### src/rtl/shift_sequencer_pkg.sv
// Shared types and opcode constants for the multi-step shift sequencer.
package shift_seq_pkg;

   typedef enum logic [1:0] {S_IDLE, S_SHIFT, S_DONE} seq_state_t;

   localparam logic [1:0] SH_PASS = 2'b00;
   localparam logic [1:0] SH_LSL  = 2'b01;
   localparam logic [1:0] SH_LSR  = 2'b10;
   localparam logic [1:0] SH_ASR  = 2'b11;

   typedef logic [15:0] word_t;

endpackage

### src/rtl/shift_sequencer_if.sv
// Request/response handshake bundle between the control FSM and the sequencer.
interface shift_sequencer_if #(
   parameter int WIDTH = 16,
   parameter int AMT_W = 4
);
   logic             req_valid;
   logic             req_ready;
   logic [WIDTH-1:0] req_data;
   logic [1:0]       req_op;
   logic [AMT_W-1:0] req_amt;
   logic             abort;
   logic             rsp_valid;
   logic             rsp_ready;
   logic [WIDTH-1:0] rsp_data;
   logic             busy;

   // Requester / result consumer side.
   modport master (
      output req_valid, req_data, req_op, req_amt, abort, rsp_ready,
      input  req_ready, rsp_valid, rsp_data, busy
   );

   // Sequencer side.
   modport slave (
      input  req_valid, req_data, req_op, req_amt, abort, rsp_ready,
      output req_ready, rsp_valid, rsp_data, busy
   );
endinterface

### src/rtl/shift_sequencer_shifter.sv
// Existing single-step 16-bit shifter: pass, LSL 1, LSR 1, ASR 1. Purely combinational.
module shifter
   import shift_seq_pkg::*;
(
   input  word_t      in,
   input  logic [1:0] shift,
   output word_t      sout
);

   // One-position shift selected by the opcode; zero fill except ASR.
   always_comb begin
      sout = in;
      case (shift)
         SH_LSL:  sout = {in[14:0], 1'b0};
         SH_LSR:  sout = {1'b0, in[15:1]};
         SH_ASR:  sout = {in[15], in[15:1]};
         default: sout = in;
      endcase
   end

endmodule

### src/rtl/shift_sequencer.sv
// Multi-bit shift sequencer: accepts one request, drives the single-step
// shifter once per clock for req_amt steps, then holds the result until taken.
// Only WIDTH=16 is supported because the shifter is fixed at 16 bits.
module shift_sequencer
   import shift_seq_pkg::*;
#(
   parameter int WIDTH = 16,
   parameter int AMT_W = 4
)(
   input  logic              clk,
   input  logic              rst_n,
   shift_sequencer_if.slave  bus
);

   seq_state_t       state;
   seq_state_t       state_nx;
   logic [WIDTH-1:0] data;
   logic [1:0]       op;
   logic [AMT_W-1:0] cnt;
   word_t            sh_out;

   // A request needs stepping only when it actually moves bits.
   logic             req_moves;
   assign req_moves = (bus.req_op != SH_PASS) && (bus.req_amt != '0);

   shifter u_shifter (
      .in    (data),
      .shift (op),
      .sout  (sh_out)
   );

   // State register.
   always_ff @(posedge clk or negedge rst_n) begin
      if (!rst_n) state <= S_IDLE;
      else        state <= state_nx;
   end

   // Next-state decode; abort wins over the final step so an aborted shift never responds.
   always_comb begin
      state_nx = state;
      case (state)
         S_IDLE:  if (bus.req_valid) state_nx = req_moves ? S_SHIFT : S_DONE;
         S_SHIFT: begin
            if (bus.abort)                 state_nx = S_IDLE;
            else if (cnt == AMT_W'(1))     state_nx = S_DONE;
         end
         S_DONE:  if (bus.rsp_ready) state_nx = S_IDLE;
         default: state_nx = S_IDLE;
      endcase
   end

   // Operand capture and per-step update; cnt only decrements while nonzero in SHIFT.
   always_ff @(posedge clk or negedge rst_n) begin
      if (!rst_n) begin
         data <= '0;
         op   <= SH_PASS;
         cnt  <= '0;
      end else begin
         case (state)
            S_IDLE: begin
               if (bus.req_valid) begin
                  data <= bus.req_data;
                  op   <= bus.req_op;
                  cnt  <= req_moves ? bus.req_amt : '0;
               end
            end
            S_SHIFT: begin
               if (bus.abort) begin
                  cnt <= '0;
               end else begin
                  data <= sh_out;
                  cnt  <= cnt - 1'b1;
               end
            end
            default: ;
         endcase
      end
   end

   assign bus.req_ready = (state == S_IDLE);
   assign bus.rsp_valid = (state == S_DONE);
   assign bus.busy      = (state != S_IDLE);
   assign bus.rsp_data  = data;

endmodule

### src/flat_wrapper.sv
// flat-port wrapper written by rule: the top's interface ports become plain ports
module shift_sequencer_flat import shift_seq_pkg::*;
#(
   parameter int WIDTH = 16,
   parameter int AMT_W = 4
)
  (clk, rst_n, bus_req_valid, bus_req_data, bus_req_op, bus_req_amt, bus_abort, bus_rsp_ready, bus_req_ready, bus_rsp_valid, bus_rsp_data, bus_busy);
  shift_sequencer_if #(.WIDTH(WIDTH), .AMT_W(AMT_W)) bus_i ();
  input  logic clk;
  input  logic rst_n;
  input wire logic [$bits(bus_i.req_valid)-1:0] bus_req_valid;
  input wire logic [$bits(bus_i.req_data)-1:0] bus_req_data;
  input wire logic [$bits(bus_i.req_op)-1:0] bus_req_op;
  input wire logic [$bits(bus_i.req_amt)-1:0] bus_req_amt;
  input wire logic [$bits(bus_i.abort)-1:0] bus_abort;
  input wire logic [$bits(bus_i.rsp_ready)-1:0] bus_rsp_ready;
  output wire logic [$bits(bus_i.req_ready)-1:0] bus_req_ready;
  output wire logic [$bits(bus_i.rsp_valid)-1:0] bus_rsp_valid;
  output wire logic [$bits(bus_i.rsp_data)-1:0] bus_rsp_data;
  output wire logic [$bits(bus_i.busy)-1:0] bus_busy;
  assign bus_i.req_valid = bus_req_valid;
  assign bus_i.req_data = bus_req_data;
  assign bus_i.req_op = bus_req_op;
  assign bus_i.req_amt = bus_req_amt;
  assign bus_i.abort = bus_abort;
  assign bus_i.rsp_ready = bus_rsp_ready;
  assign bus_req_ready = bus_i.req_ready;
  assign bus_rsp_valid = bus_i.rsp_valid;
  assign bus_rsp_data = bus_i.rsp_data;
  assign bus_busy = bus_i.busy;
  shift_sequencer #(.WIDTH(WIDTH), .AMT_W(AMT_W)) u_core (.clk(clk), .rst_n(rst_n), .bus(bus_i));
endmodule
### config.mk
export PLATFORM = sky130hd
export DESIGN_NAME = shift_sequencer_flat
export DESIGN_NICKNAME = d
export VERILOG_FILES = /design/src/rtl/shift_sequencer_pkg.sv /design/src/rtl/shift_sequencer_if.sv /design/src/rtl/shift_sequencer_shifter.sv /design/src/rtl/shift_sequencer.sv /design/src/flat_wrapper.sv
export SDC_FILE = /design/constraint.sdc
export NUM_CORES = 1
export LEC_CHECK = 0
export ABC_AREA = 0
export BUFFER_PORTS_ARGS = -buffer_cell sky130_fd_sc_hd__clkbuf_2
export CAP_MARGIN = 20
export CORE_UTILIZATION = 45
export DETAILED_ROUTE_END_ITERATION = 7
export PLACE_DENSITY = 0.85
export SYNTH_ARGS = -nofsm -noshare
export SYNTH_HDL_FRONTEND = slang
export SYNTH_SLANG_ARGS = --single-unit
### constraint.sdc
create_clock -name clk -period 1.8 [get_ports clk]
set_input_delay 0.09 -clock clk [delete_from_list [all_inputs] [get_ports clk]]
set_output_delay 0.09 -clock clk [all_outputs]
set_load 0.03 [all_outputs]
==> flow_summary.toml, run 1 <==
[outcome]
outcome = "complete, but fails checks"
violations = "design-rule violations"

[cts]
cts_inserted_buffers = 3
cts_tree = "done"
cts.sinks = 24
clkTransAtPathRegs_ps = 130
clockRootBuffer = "clkbuf_4"
clock_path_buffers = 2
htree_num_levels = 1
clk_latency_ps = 310

[synthesis]
ys_async_sr_fraction_pct = 100
synth_top_family_by_area = "compound AO/OA/AOI/OAI gates"
avgSynthCellArea_um2 = 9.91
muxShareOfSynthArea_pct = 2.47
synthCells = 138
synthFlopType = "dfrtp_1"
yosysWarnings = 0
syn_nets = 172
synth-xor-area-share_pct = 0
synth-edff-count = 0
synthSimpleGateAreaFrac_pct = 14.2
syn-cell-area_um2 = 1370
yosys_register_bits = 24
synth_compound_area_share_pct = 26.9
synthAdderAreaFrac_pct = 6.40
yosysSeqAreaShare_pct = 43.9
synth_cell_types = 32

[place]
place.gp.congestion = 0.827
io_buffers = 45
dp_cells = 210
place_hpwl_mm = 2.47

[route]
drcViolationCount = 4
vias = 1325
wire_per_inst_um = 16.1
ant_nets = 0
firstDrtPassIters = 8
viasPerCell = 6.13
drt_wl_total_mm = 3.48
first_iter_violations = 129

[worst_hold_path]
hp-class = "primary input to register"
holdPathStages = 2

[timing]
fin_worst_skew_ps = 5.58
max_slew_margin_pct = 59.5
min_period_over_period_pct = 95.8
whs_ps = 27.5
hold_viol = 0
setup_viol = 0
fin_crit_ps = 1720
max_freq_ghz = 0.580
report.final.slew_viol_count = 0
fin_setup_tns_ps = 0
max_slew.worst_pin.slew_ps = 607

[grt]
grt.overflow.total = 0
grt_max_degree = 31
grt_pass1_wl_mm = 5.60
groute.usage.overall_pct = 21.9
grt_antenna_before_repair = 0
grt_pass1_vias = 1218

[critical_path]
critical_path_class = "register to register"
cp-start-kind = "register"
r2r_setup_slack_ps = 80
required_ps = 2010
cp_max_fo = 6
cp.arrival_ps = 1930
reg2reg_depth = 4
end_kind = "register"

[floorplan]
fp.dieW_um = 57.1
row_count = 19
ios = 46
dieArea_um2 = 3260
core-area_um2 = 2830
initial_utilization_pct = 48.3
fp.dieH_um = 57.1

[run]
maxCapViolCount = 0

[layout]
drive_above_1_share_pct = 37.8
n_antenna_cell = 0
stdcell_count = 216
synthToLayoutAreaGrowth_pct = 25.0
fin_nets = 221

[power_and_ir_drop]
p_total_mw = 3.52
power_density_nw_per_um2 = 2060
ir_worst_vdd_mv = 1.08
p_leak_nw = 0.772
critical path, stage by stage, from the launching register on:
cell and delay (ps):
dfrtp_2 500, ha_4 250, or2_4 220, a221o_1 350
mux2_4 300
power breakdown:
| part | leakage, nW | internal (mW) | total, mW | switching (mW) |
|---|---|---|---|---|
| Clock | 0.0138 | 0.0782 | 0.237 | 0.159 |
| Combinational | 0.482 | 0.839 | 2.14 | 1.30 |
| Sequential | 0.277 | 0.815 | 1.14 | 0.330 |
| Total | 0.772 | 1.73 | 3.52 | 1.79 |
cell usage after synthesis, types with 2 or more instances:
cell type	count	area [µm²]
a222oi_1	14	140
o32ai_1	2	17.5
buf_2	4	20.0
ha_1	7	87.6
o21ai_1	2	10.0
a21oi_1	21	105
dfrtp_1	24	601
inv_1	8	30.0
nor2_1	23	86.3
nor3b_1	3	22.5
o21ai_0	4	20.0
mux2_2	2	22.5
buf_4	3	22.5
nand2b_1	3	18.8
logic make-up (layout without fill, tap and decap cells):
| family | Yosys count | count (layout) |
|---|---|---|
| adders and majority gates | 7 | 7 |
| muxes | 3 | 3 |
| AOI/OAI and AO/OA | 51 | 51 |
| and+or+nand+nor | 37 | 37 |
| DFF | 24 | 24 |
| buffers and inverters | 16 | 63 |
registers in the layout, indices dropped and copies added (netlist names):
register and cells:
u_core.bus.rsp_data 16, u_core.cnt 4, u_core.op 2, u_core.state 2
stage by stage:
| stage | cell area [µm²] | util (%) | setup slack (ps) |
|---|---|---|---|
| final | 1710 | 60.4 | 76.1 |
| after global routing | 1710 | 60.4 | -20.1 |
| after CTS | 1670 | 59.0 | 1.35 |
| after detailed placement | 1620 | 57.3 | -176 |
| after global placement | 1620 | 57.3 | -43.5 |
| after floorplan | 1370 | - | 80.1 |
cell type report:
class                   count  area, µm²
well taps                  31       38.8
fillers                   240       1120
inverters                   8       30.0
flip-flops and latches     24        602
multi-input cells          98        719
clock buffers               3       22.5
repair buffers             52        297
what timing repair did:
item	4_1_cts	5_1_grt
pin swaps	1	4
gates resized for setup	3	9
hold buffers	1	0
setup buffers	1	1
hold endpoints to repair	24	0
setup endpoints to repair	15	16
path summary, 6_finish.rpt:
path,startpoint,to
worst max-delay path,u_core.op[1]$_DFFE_PN0P_,u_core.bus.rsp_data[15]$_DFFE_PN0P_
worst min-delay path,bus_req_op[1],u_core.op[1]$_DFFE_PN0P_
worst max register to register,u_core.op[1]$_DFFE_PN0P_,u_core.bus.rsp_data[15]$_DFFE_PN0P_
worst min register to register,u_core.cnt[0]$_DFFE_PN0P_,u_core.cnt[0]$_DFFE_PN0P_
max in group asynchronous,rst_n,u_core.op[1]$_DFFE_PN0P_
min in group asynchronous,rst_n,u_core.bus.rsp_data[5]$_DFFE_PN0P_
placed cells by master (no fill, tap or decap), types with 2 or more instances in the layout:
cell      count
nand2b_1      3
nor2_2        2
o21ai_0       4
o32ai_1       2
nor3b_1       3
a21oi_1      21
o21ai_1       2
dfrtp_1      23
ha_1          3
mux2_2        2
buf_4         4
nor2_1       21
ha_2          3
clkbuf_4      3
clkbuf_2     45
inv_1         7
a222oi_1     14
per-layer routing:
metal	vias up	GRT usage (%)	routed length [µm]
met4	0	4.88	19
met2	75	37.1	1740
met3	2	2.49	235
li1	621	-	-
met5	-	0	0
met1	627	30.3	1480
Note: power is estimated with default switching activity, not from simulation.
==> run 2: changes to the inputs <==
==> constraint.sdc (replaced) <==
create_clock -name clk -period 1.55 [get_ports clk]
set_input_delay 0.0775 -clock clk [delete_from_list [all_inputs] [get_ports clk]]
set_output_delay 0.0775 -clock clk [all_outputs]
set_load 0.03 [all_outputs]
==> flow_summary.toml, run 2 (synthesis results as in run 1) <==
[outcome]
outcome = "complete, but fails checks"
violations = "design-rule violations, negative setup slack"

[timing]
max_freq_ghz = 0.555
setup_viol = 16
min_period_over_period_pct = 116
max_slew.worst_pin.slew_ps = 594
rsz0062_at_grt = "yes"
fin_setup_tns_ps = -3200
max_slew_margin_pct = 60.4
report.final.slew_viol_count = 0
hold_viol = 0
fin_worst_skew_ps = 1.30
fin_crit_ps = 1800
whs_ps = 47.3
worst_slack_ps = -251

[layout]
n_antenna_cell = 0
fin_nets = 234
fillers = 207
drive_above_1_share_pct = 43.7
mostFrequentLayoutCells = "clkbuf_2, dfrtp_1, nor2_1, a21oi_1"
seqCellArea_um2 = 602
synthToLayoutAreaGrowth_pct = 36.7
multi_input_area_um2 = 759
largest_register_ff_count = 16
layout_commonest_cell = "clkbuf_2"

[floorplan]
dieArea_um2 = 3260
core-area_um2 = 2830
fp.dieH_um = 57.1
row_count = 19
fp.dieW_um = 57.1
ios = 46
initial_utilization_pct = 48.3

[worst_hold_path]
hp-class = "primary input to register"

[power_and_ir_drop]
p_int_mw = 2.26
p_comb_share_pct = 63.2
p_sw_mw = 2.19
p_leak_nw = 0.858
ir_worst_vdd_mv = 1.07
p_total_mw = 4.45
power_density_nw_per_um2 = 2380
seqPwrFrac_pct = 29.3
pwr-share-clk_pct = 7.5
switching_share_pct = 49.2

[critical_path]
cp-start-kind = "register"
r2r_setup_slack_ps = -250
required_ps = 1750
critical_path_class = "register to register"
cp.arrival_ps = 2000
path_cells = "inv_2 -> ha_4 -> buf_4 -> nor4b_4 -> a221oi_2 -> buf_12 -> nor2_1 -> a21oi_1"
cpMaxStageDelayCell = "dfrtp_1"
cp_max_fo = 30
critPathMaxStageDelay_ps = 410
end_kind = "register"

[route]
vias = 1389
highest_layer = "met4"
drcViolationCount = 3
viasPerCell = 6.04
met3WireLength_um = 197
drt_wl_total_mm = 3.72
firstDrtPassIters = 8
wire_per_inst_um = 16.2
ant_nets = 0
wl_met2_mm = 1.86
first_iter_violations = 160
drt-met1-wl_mm = 1.61

[cts]
clkTransAtPathRegs_ps = 130
htree_num_levels = 1
cts.sinks = 24
cts_inserted_buffers = 3
clk_latency_ps = 310
clockRootBuffer = "clkbuf_4"
cts_tree = "done"
clock_path_buffers = 2

[grt]
grt.overflow.total = 0
grt_pass1_vias = 1329
grt_pass1_wl_mm = 5.98
grt_antenna_before_repair = 0
grt_max_degree = 31
groute.usage.overall_pct = 23.5

[place]
dp_slack_ps = -259
place_hpwl_mm = 2.57
place.gp.congestion = 0.824
io_buffers = 45

[run]
maxCapViolCount = 0
==> run 2: path summary, 6_finish.rpt <==
| kind | from | depth (start not counted) | to |
|---|---|---|---|
| setup reg to reg | u_core.op[0]$_DFFE_PN0P_ | 8 | u_core.bus.rsp_data[3]$_DFFE_PN0P_ |
| min in group asynchronous | rst_n | 2 | u_core.state[1]$_DFFE_PN0P_ |
| setup / recovery | u_core.op[0]$_DFFE_PN0P_ | 8 | u_core.bus.rsp_data[3]$_DFFE_PN0P_ |
| max in group asynchronous | rst_n | 2 | u_core.op[1]$_DFFE_PN0P_ |
| hold reg to reg | u_core.bus.rsp_data[15]$_DFFE_PN0P_ | 1 | u_core.bus.rsp_data[15]$_DFFE_PN0P_ |
| hold / removal | bus_rsp_ready | 3 | u_core.state[1]$_DFFE_PN0P_ |
==> run 2: what timing repair did <==
item / 4_1_cts / 5_1_grt
pin swaps: 3 / 2
gates resized for setup: 11 / 8
endpoints found under the setup margin: 18 / 18
hold buffers: 1 / 2
buffers inserted: 1 / 3
endpoints found under the hold margin: 24 / 2
cloned: 1 / 0
==> run 2: routing by layer <==
metal | GRT usage [%] | vias up
met2 | 39.0 | 61
li1 | - | 652
met4 | 8.71 | 0
met3 | 2.95 | 6
met1 | 31.8 | 670
met5 | 0 | -
==> run 2: area by class of cell <==
class | count | area share (%)
repair buffers | 65 | 21.6
well taps | 31 | 2.07
flip-flops and latches | 24 | 32.2
multi-input cells | 98 | 40.6
clock buffers | 4 | 1.94
inverters | 8 | 1.61
==> run 2: power by group through the flow <==
stage / sequential [mW] / clock [mW] / combinational [mW]
2_1_floorplan: 1.64 / 0 / 1.41
3_3_place_gp: 1.26 / 0 / 2.44
3_5_place_dp: 1.28 / 0 / 2.55
4_1_cts: 1.28 / 0.339 / 2.67
5_1_grt: 1.34 / 0.378 / 3.03
6_report: 1.30 / 0.334 / 2.81
==> run 2: through the flow <==
step	utilization, %	instance area, µm²	cells
after floorplan	-	1380	138
after global placement	59.8	1690	218
after detailed placement	59.8	1690	218
after CTS	63.5	1800	225
after global routing	66.1	1870	230
final	66.1	1870	230
==> run 2: worst max-delay path, delay by kind of cell (launching register included) <==
family,cells,cell delay (ps)
AO/OA/AOI/OAI,2,200
adder cells (fa/ha/maj),1,160
buffers and inverters,3,410
flip-flops,1,410
AND/OR/NAND/NOR,2,500
==> run 3: changes to the inputs <==
--- a/config.mk
+++ b/config.mk
@@ -8,9 +8,9 @@
 export ABC_AREA = 0
 export BUFFER_PORTS_ARGS = -buffer_cell sky130_fd_sc_hd__clkbuf_2
 export CAP_MARGIN = 20
-export CORE_UTILIZATION = 45
+export CORE_UTILIZATION = 50
 export DETAILED_ROUTE_END_ITERATION = 7
-export PLACE_DENSITY = 0.85
+export PLACE_DENSITY = 0.89
 export SYNTH_ARGS = -nofsm -noshare
 export SYNTH_HDL_FRONTEND = slang
 export SYNTH_SLANG_ARGS = --single-unit
==> constraint.sdc (replaced) <==
create_clock -name clk -period 2.1 [get_ports clk]
set_input_delay 0.105 -clock clk [delete_from_list [all_inputs] [get_ports clk]]
set_output_delay 0.105 -clock clk [all_outputs]
set_load 0.03 [all_outputs]
==> flow_summary.toml, run 3 (synthesis results as in run 1) <==
[critical_path]
cp.arrival_ps = 2110
reg2reg_depth = 5
r2r_setup_slack_ps = 190
cp_max_fo = 5
cpMaxStageDelayCell = "dfrtp_1"
critPathMaxStageDelay_ps = 450
cp-start-kind = "register"
path_cells = "inv_1 -> ha_1 -> or2_2 -> a221o_1 -> mux2_1"
required_ps = 2300
critical_path_class = "register to register"
end_kind = "register"

[route]
first_iter_violations = 103
vias = 1297
drt_wl_total_mm = 3.19
drcViolationCount = 0
wire_per_inst_um = 14.9
firstDrtPassIters = 5
ant_nets = 0
viasPerCell = 6.06

[floorplan]
fp.dieW_um = 54.3
core-area_um2 = 2520
fp.dieH_um = 54.3
row_count = 18
dieArea_um2 = 2950
ios = 46
initial_utilization_pct = 54.2

[layout]
n_antenna_cell = 0
fin_util_pct = 66.3
drive_above_1_share_pct = 33.2
layout_commonest_cell = "clkbuf_2"
synthToLayoutAreaGrowth_pct = 22.2
fin_nets = 219
final_area_um2 = 1670
largest_register_ff_count = 16
mostFrequentLayoutCells = "clkbuf_2, dfrtp_1, nor2_1"
fillers = 212

[cts]
clockRootBuffer = "clkbuf_4"
clock_path_buffers = 2
cts.sinks = 24
cts_tree = "done"
clkTransAtPathRegs_ps = 150
cts_inserted_buffers = 3
htree_num_levels = 1
clk_latency_ps = 320
post_cts_buffers = 0

[timing]
max_slew.worst_pin.slew_ps = 583
max_freq_ghz = 0.523
fin_crit_ps = 1910
fin_setup_tns_ps = 0
rsz0062_at_grt = "no"
fin_worst_skew_ps = 17.6
whs_ps = 39.6
min_period_over_period_pct = 91.1
hold_viol = 0
setup_viol = 0
report.final.slew_viol_count = 0
max_slew_margin_pct = 61.2

[worst_hold_path]
hp-class = "primary input to register"
holdPathStages = 2

[place]
place_area_um2 = 1610
place_hpwl_mm = 2.33
io_buffers = 45
place.gp.congestion = 0.763

[power_and_ir_drop]
p_total_mw = 2.98
power_density_nw_per_um2 = 1780
p_leak_nw = 0.773
ir_worst_vdd_mv = 1.19

[grt]
groute.usage.overall_pct = 23.3
grt_pass1_wl_mm = 4.99
grt_antenna_before_repair = 0
grt_pass1_vias = 1181
grt_max_degree = 31
grt.overflow.total = 0

[outcome]
outcome = "finished, final reports clean"

[run]
maxCapViolCount = 0
-- run 3: what timing repair did --
| item | 4_1_cts | 5_1_grt |
|---|---|---|
| hold buffers | 1 | 0 |
| hold endpoints to repair | 24 | 0 |
| gates resized for setup | 0 | 1 |
| setup endpoints to repair | 0 | 14 |
-- run 3: worst paths after layout --
| check | start | end |
|---|---|---|
| max | u_core.op[0]$_DFFE_PN0P_ | u_core.bus.rsp_data[15]$_DFFE_PN0P_ |
| min | bus_req_op[1] | u_core.op[1]$_DFFE_PN0P_ |
| max reg2reg | u_core.op[0]$_DFFE_PN0P_ | u_core.bus.rsp_data[15]$_DFFE_PN0P_ |
| min reg2reg | u_core.cnt[3]$_DFFE_PN0P_ | u_core.cnt[3]$_DFFE_PN0P_ |
| max in group asynchronous | rst_n | u_core.bus.rsp_data[3]$_DFFE_PN0P_ |
| min in group asynchronous | rst_n | u_core.op[0]$_DFFE_PN0P_ |
-- run 3: worst max-delay path, delay by kind of cell, from the launching register on --
family | cells | cell delay [ps]
AOI/OAI and AO/OA | 1 | 350
buffers and inverters | 1 | 90
and+or+nand+nor | 1 | 280
DFF | 1 | 450
adders and majority gates | 1 | 280
muxes | 1 | 330
-- run 3: layout make-up --
type / count / area, µm² / area share [%]
timing repair buffer: 50 / 265 / 15.9
sequential: 24 / 601 / 35.9
clock buffer: 3 / 22.5 / 1.35
clock inverter: 1 / 30.0 / 1.80
inverter: 8 / 30.0 / 1.80
multi-input combinational: 98 / 686 / 41.0
tap: 30 / 37.5 / 2.25
-- run 3: power breakdown --
| group | switching, mW | total [mW] | internal [mW] |
|---|---|---|---|
| logic | 1.07 | 1.69 | 0.613 |
| clock network | 0.142 | 0.335 | 0.193 |
| registers | 0.258 | 0.954 | 0.696 |
| total | 1.47 | 2.98 | 1.50 |
-- run 3: through the flow --
stage | setup WS [ps] | instances
finish | 186 | 214
global route | 92.7 | 214
CTS | 99.7 | 214
detailed placement | 142 | 209
global placement | 238 | 209
floorplan | 380 | 138
-- run 3: routing by layer --
layer  share of wire [%]  track usage, %  up-vias
met4                0.38            6.41        0
met1                  44            29.0      598
met5                   0               0        -
met2                  46            41.3       75
met3                 8.8            3.89        2
li1                    -               -      622
